--- src/rtl/data_mem_responder_if.sv ---
// Request/response bundle between a load/store initiator and the data memory.
// master drives request fields; slave returns ready, ack, load data and fault.
interface data_mem_responder_if;
  logic        i_req;
  logic        i_wr;
  logic [63:0] i_add;
  logic [63:0] i_dataWr;
  logic        o_ready;
  logic        o_ack;
  logic [63:0] o_dataRd;
  logic        o_err;

  modport master (
    output i_req, i_wr, i_add, i_dataWr,
    input  o_ready, o_ack, o_dataRd, o_err
  );

  modport slave (
    input  i_req, i_wr, i_add, i_dataWr,
    output o_ready, o_ack, o_dataRd, o_err
  );
endinterface

--- src/rtl/data_mem_responder.sv ---
// Doubleword data memory with fixed wait states and a one-cycle ack.
// Ports: i_clk, i_rst_n (sync, active-low), bus (slave side of the if).
module data_mem_responder #(
  parameter int DEPTH       = 32,
  parameter int WAIT_CYCLES = 2
) (
  input logic                  i_clk,
  input logic                  i_rst_n,
  data_mem_responder_if.slave  bus
);

  localparam int IW = (DEPTH > 1) ? $clog2(DEPTH) : 1;

  typedef enum logic [1:0] {
    IDLE,
    WAIT,
    RESP
  } state_t;

  state_t      state;
  logic [3:0]  cnt;
  logic        wr_q;
  logic [63:0] add_q;
  logic [63:0] wdata_q;
  logic        ready_q;
  logic        ack_q;
  logic        err_q;
  logic [63:0] rd_q;
  logic [63:0] mem [DEPTH];

  function automatic logic fault(input logic [63:0] a);
    return (a[2:0] != 3'd0) || (a[63:3] >= 61'(DEPTH));
  endfunction

  function automatic logic [IW-1:0] idx(input logic [63:0] a);
    return a[3 +: IW];
  endfunction

  logic        cur_fault;
  logic [63:0] cur_rd;
  logic        new_fault;
  logic [63:0] new_rd;

  assign cur_fault = fault(add_q);
  assign cur_rd    = cur_fault ? 64'd0 : mem[idx(add_q)];
  // Zero-wait path responds straight from the live request fields.
  assign new_fault = fault(bus.i_add);
  assign new_rd    = new_fault ? 64'd0 : mem[idx(bus.i_add)];

  always_ff @(posedge i_clk) begin
    if (!i_rst_n) begin
      state   <= IDLE;
      cnt     <= 4'd0;
      wr_q    <= 1'b0;
      add_q   <= 64'd0;
      wdata_q <= 64'd0;
      ready_q <= 1'b1;
      ack_q   <= 1'b0;
      err_q   <= 1'b0;
      rd_q    <= 64'd0;
      for (int i = 0; i < DEPTH; i++)
        mem[i] <= 64'd0;
    end else begin
      unique case (state)
        IDLE: begin
          if (bus.i_req) begin
            wr_q    <= bus.i_wr;
            add_q   <= bus.i_add;
            wdata_q <= bus.i_dataWr;
            ready_q <= 1'b0;
            if (WAIT_CYCLES > 0) begin
              state <= WAIT;
              cnt   <= 4'(WAIT_CYCLES);
            end else begin
              state <= RESP;
              ack_q <= 1'b1;
              err_q <= new_fault;
              if (!bus.i_wr)
                rd_q <= new_rd;
            end
          end
        end
        WAIT: begin
          cnt <= cnt - 4'd1;
          if (cnt == 4'd1) begin
            state <= RESP;
            ack_q <= 1'b1;
            err_q <= cur_fault;
            if (!wr_q)
              rd_q <= cur_rd;
          end
        end
        RESP: begin
          state   <= IDLE;
          ack_q   <= 1'b0;
          ready_q <= 1'b1;
          // Store commits on leaving RESP so a reset in flight drops it.
          if (wr_q && !err_q)
            mem[idx(add_q)] <= wdata_q;
        end
        default: state <= IDLE;
      endcase
    end
  end

  assign bus.o_ready  = ready_q;
  assign bus.o_ack    = ack_q;
  assign bus.o_dataRd = rd_q;
  assign bus.o_err    = err_q;

endmodule
--- src/flat_wrapper.sv ---
// flat-port wrapper written by rule: the top's interface ports become plain ports
module data_mem_responder_flat 
#(
  parameter int DEPTH       = 32,
  parameter int WAIT_CYCLES = 2
)
  (i_clk, i_rst_n, bus_i_req, bus_i_wr, bus_i_add, bus_i_dataWr, bus_o_ready, bus_o_ack, bus_o_dataRd, bus_o_err);
  data_mem_responder_if bus_i ();
  input logic i_clk;
  input logic i_rst_n;
  input wire logic [$bits(bus_i.i_req)-1:0] bus_i_req;
  input wire logic [$bits(bus_i.i_wr)-1:0] bus_i_wr;
  input wire logic [$bits(bus_i.i_add)-1:0] bus_i_add;
  input wire logic [$bits(bus_i.i_dataWr)-1:0] bus_i_dataWr;
  output wire logic [$bits(bus_i.o_ready)-1:0] bus_o_ready;
  output wire logic [$bits(bus_i.o_ack)-1:0] bus_o_ack;
  output wire logic [$bits(bus_i.o_dataRd)-1:0] bus_o_dataRd;
  output wire logic [$bits(bus_i.o_err)-1:0] bus_o_err;
  assign bus_i.i_req = bus_i_req;
  assign bus_i.i_wr = bus_i_wr;
  assign bus_i.i_add = bus_i_add;
  assign bus_i.i_dataWr = bus_i_dataWr;
  assign bus_o_ready = bus_i.o_ready;
  assign bus_o_ack = bus_i.o_ack;
  assign bus_o_dataRd = bus_i.o_dataRd;
  assign bus_o_err = bus_i.o_err;
  data_mem_responder #(.DEPTH(DEPTH), .WAIT_CYCLES(WAIT_CYCLES)) u_core (.i_clk(i_clk), .i_rst_n(i_rst_n), .bus(bus_i));
endmodule
--- config.mk ---
export PLATFORM = sky130hd
export DESIGN_NAME = data_mem_responder_flat
export DESIGN_NICKNAME = d
export VERILOG_FILES = /design/src/rtl/data_mem_responder_if.sv /design/src/rtl/data_mem_responder.sv /design/src/flat_wrapper.sv
export SDC_FILE = /design/constraint.sdc
export NUM_CORES = 2
export LEC_CHECK = 0
export BUFFER_PORTS_ARGS = -buffer_cell sky130_fd_sc_hd__buf_2
export CAP_MARGIN = 15
export CORE_AREA = 2 2 479 481
export CTS_CLUSTER_DIAMETER = 50
export DETAILED_ROUTE_END_ITERATION = 16
export DIE_AREA = 0 0 481 483
export HOLD_SLACK_MARGIN = 0.15
export PLACE_DENSITY = 0.73
export SETUP_SLACK_MARGIN = 0.02
export SLEW_MARGIN = 20
export SYNTH_ARGS = -nofsm -noshare
export SYNTH_HDL_FRONTEND = slang
export SYNTH_SLANG_ARGS = --single-unit
--- constraint.sdc ---
create_clock -name i_clk -period 5.8 [get_ports i_clk]
set_input_delay 0.29 -clock i_clk [delete_from_list [all_inputs] [get_ports i_clk]]
set_output_delay 0.29 -clock i_clk [all_outputs]
set_load 0.05 [all_outputs]
==> results.md <==
- Syn_area_per_cell: 14.2 um^2
- Cells after synthesis: 7158
- Fin Clk Skew: 0.0614 ns
- Grt ovf: 0
- Largest net degree at the start of global routing: 113
- Antenna-violating nets left: 0
- Routed vias: 62700
- Die area: 232000 um^2
- EDFF count, synth: 2048
- Final #Nets: 7337
- Final WL: 301000 um
- Least-Margin Pin Slew: 1.22 ns
- Min-Delay Path Class: in -> reg
- Syn. warnings: 0
- Most frequent cells in the layout: and2_1, edfxtp_1, nand2_1
- Total power: 36.2 mW
- Synth Cell Area: 102000 um^2
- Clock insertion delay at the later pin of the skew report: 0.89 ns
- I/O Pins: 199
- Leak: 40.7 nW
- Post-CTS Setup Bufs: 0
- Share of synthesized registers carrying an async set or reset: 0%
- Critical path type: reg -> reg
- Fmax: 267 MHz
- Setup TNS: 0 ns
- Final Hold Fails: 0
- Unrepaired setup endpoints after global routing: no
- PD cells: 315 nW/um^2
- Main flop type after synthesis: edfxtp_1
- CTS tree: built
- Critical Path AT: 4.43 ns
- PostCTS Resize Cnt: 0
- Final Cycle Share: 64.5%
- GRT Util Overall: 25.4%
- Hold Path Sink: u_core.wdata_q[60]
- Critical Path End Type: flop
- Status: complete, no violations
- Max VDD drop: 0.359 mV
- Commonest non-fill, non-tap cell in the layout: and2_1
- Fraction of layout cells with a size suffix above 1: 16.8%
- Final period demand of the worst path: 3.74 ns
- Sequential share of the synthesized area: 64.6%
- Pre-Repair DR Iteration Count: 6
- Initial antenna violation count: 30
- DRC errors left: 0
- Worst setup SP type: flop
- Maxcap violations: 0
- R2r endpoint: u_core.bus.o_dataRd[25]
- Netlist cell types: 56
- Initial core utilization: 44.8%
- CP peak stage delay: 0.95 ns
- Critical Path RT: 6.49 ns
- TritonCTS Buffers: 227
- CTS sink count: 2255
- Hold Crit Start: bus_i_dataWr[60]
- CTS clk-pin slew, worst paths: 0.06 ns
- H-tree Lvls: 4
- Global-route wire length before repair: 429000 um
- Core area: 227000 um^2
- Detailed placement HPWL: 164000 um
- Die width: 481 um
- Root Driver: clkbuf_16
- Die height: 483 um
- Reg-to-reg slack, setup: 2.06 ns
- GP Congestion: 0.816
- Hold path cells: 4
- Setup Viol. Count Final: 0
- Longest Clk Path Bufs: 3
- IO Port Bufs: 198
- Slowest cell on the critical path: dfxtp_4
- Post-DR wirelength/cell: 28.8 um
- Flop and latch count out of synthesis: 2255
- Initial DRC count: 8855
- Final Max Slew Viols: 0
- Critical path peak fanout: 57
- Standard-cell rows: 175
- Register-to-Register Path Depth: 6
- Vias in the first global route: 62000
- Critical path cell sequence: nand2b_4 > buf_4 > o221ai_1 > o22a_1 > a21oi_1 > o31ai_2
- Syn nets: 7292
- Average vias per placed instance: 6.02
- Layout Area Growth over Synthesis: 12.9%
- Max-slew headroom: 18.4%
==> repair_timing <==
action,4_1_cts,5_1_grt
setup endpoints to repair,0,0
hold endpoints to repair,135,0
hold buffers,142,0
==> per-stage QoR <==
step	worst slack (ns)	instance area (um^2)	hold WS, ns	util [%]	instances
after floorplan	-0.697	102000	0.435	-	7158
after global placement	2.08	106000	0.444	46.5	9835
after detailed placement	2.03	106000	0.453	46.5	9836
after CTS	2.11	115000	0.151	50.5	10400
after global routing	1.99	115000	0.181	50.6	10400
final	2.06	115000	0.189	50.6	10400
==> worst max-delay path by stage <==
| stage | to | slack, ns |
|---|---|---|
| 2_1_floorplan | u_core.mem[5][0] | -0.70 |
| 5_1_grt | u_core.mem[6][43] | 1.99 |
| 3_5_place_dp | u_core.mem[5][8] | 2.03 |
| 3_3_place_gp | u_core.mem[5][15] | 2.08 |
| 4_1_cts | u_core.mem[5][0] | 2.11 |
| 6_report | u_core.bus.o_dataRd[25] | 2.06 |
==> area by class of cell <==
type | instances | area (um^2)
multi-input combinational | 4211 | 33400
sequential | 2255 | 65700
timing repair buffer | 503 | 4230
clock buffer | 314 | 6270
antenna | 7 | 17.5
inverter | 5 | 27.5
clock inverter | 115 | 1310
fill | 18600 | 112000
tap | 3009 | 3760
==> cell families after synthesis <==
| kind of cell | after synthesis | share of synthesized area (%) |
|---|---|---|
| buffers and inverters | 692 | 3.06 |
| DFF | 2255 | 64.6 |
| adders and majority gates | 2 | 0.0246 |
| and+or+nand+nor | 2658 | 15.2 |
| muxes | 758 | 10.9 |
| AOI/OAI and AO/OA | 793 | 6.23 |
==> where the power goes <==
part           switching [mW]  internal [mW]
registers               0.435           18.2
logic                    1.71          0.933
clock network            6.52           8.38
total                    8.66           27.5
==> sequential cells by signal (all words and copies together) (netlist names), named ones only <==
name and cells:
u_core.wdata_q 64, u_core.state 2, u_core.bus.o_dataRd 64, u_core.add_q 64, u_core.cnt 4, u_core.bus.o_err 1, u_core.mem 2048, u_core.bus.o_ready 1
u_core.bus.o_ack 1, u_core.wr_q 1
==> Yosys cell counts (all sizes together) (7+ instances only) <==
cell type / count / share of area [%]
clkbuf: 479 / 1.8
dfxtp: 207 / 4.1
nand2: 491 / 1.8
mux2i: 386 / 3.8
o22ai: 21 / 0.13
a221oi: 53 / 0.72
buf: 208 / 1.3
mux2: 106 / 1.2
nand2b: 7 / 0.046
a21o: 63 / 0.47
and3: 7 / 0.043
a21oi: 114 / 0.56
mux4: 266 / 5.9
o221ai: 187 / 1.6
nor4: 15 / 0.098
o31ai: 60 / 0.72
nand3: 16 / 0.079
o22a: 64 / 0.55
o21ai: 92 / 0.45
a21boi: 130 / 0.96
edfxtp: 2048 / 61
nor2: 38 / 0.31
and2: 2061 / 13
==> worst max-delay path: cells and delay by family, from the launching register on <==
family | cells | cell delay (ns)
compound gates | 4 | 1.06
flops | 1 | 0.95
simple gates | 1 | 0.89
buf+inv | 1 | 0.58
==> per-layer routing <==
metal | up-vias | wire, um | GRT usage [%]
met5 | - | 34 | 0
met4 | 6 | 11100 | 8.88
met3 | 665 | 36100 | 5.80
met2 | 4055 | 140000 | 40.3
met1 | 31800 | 113000 | 34.3
li1 | 26200 | - | -
Note: power is estimated with default switching activity, not from simulation.
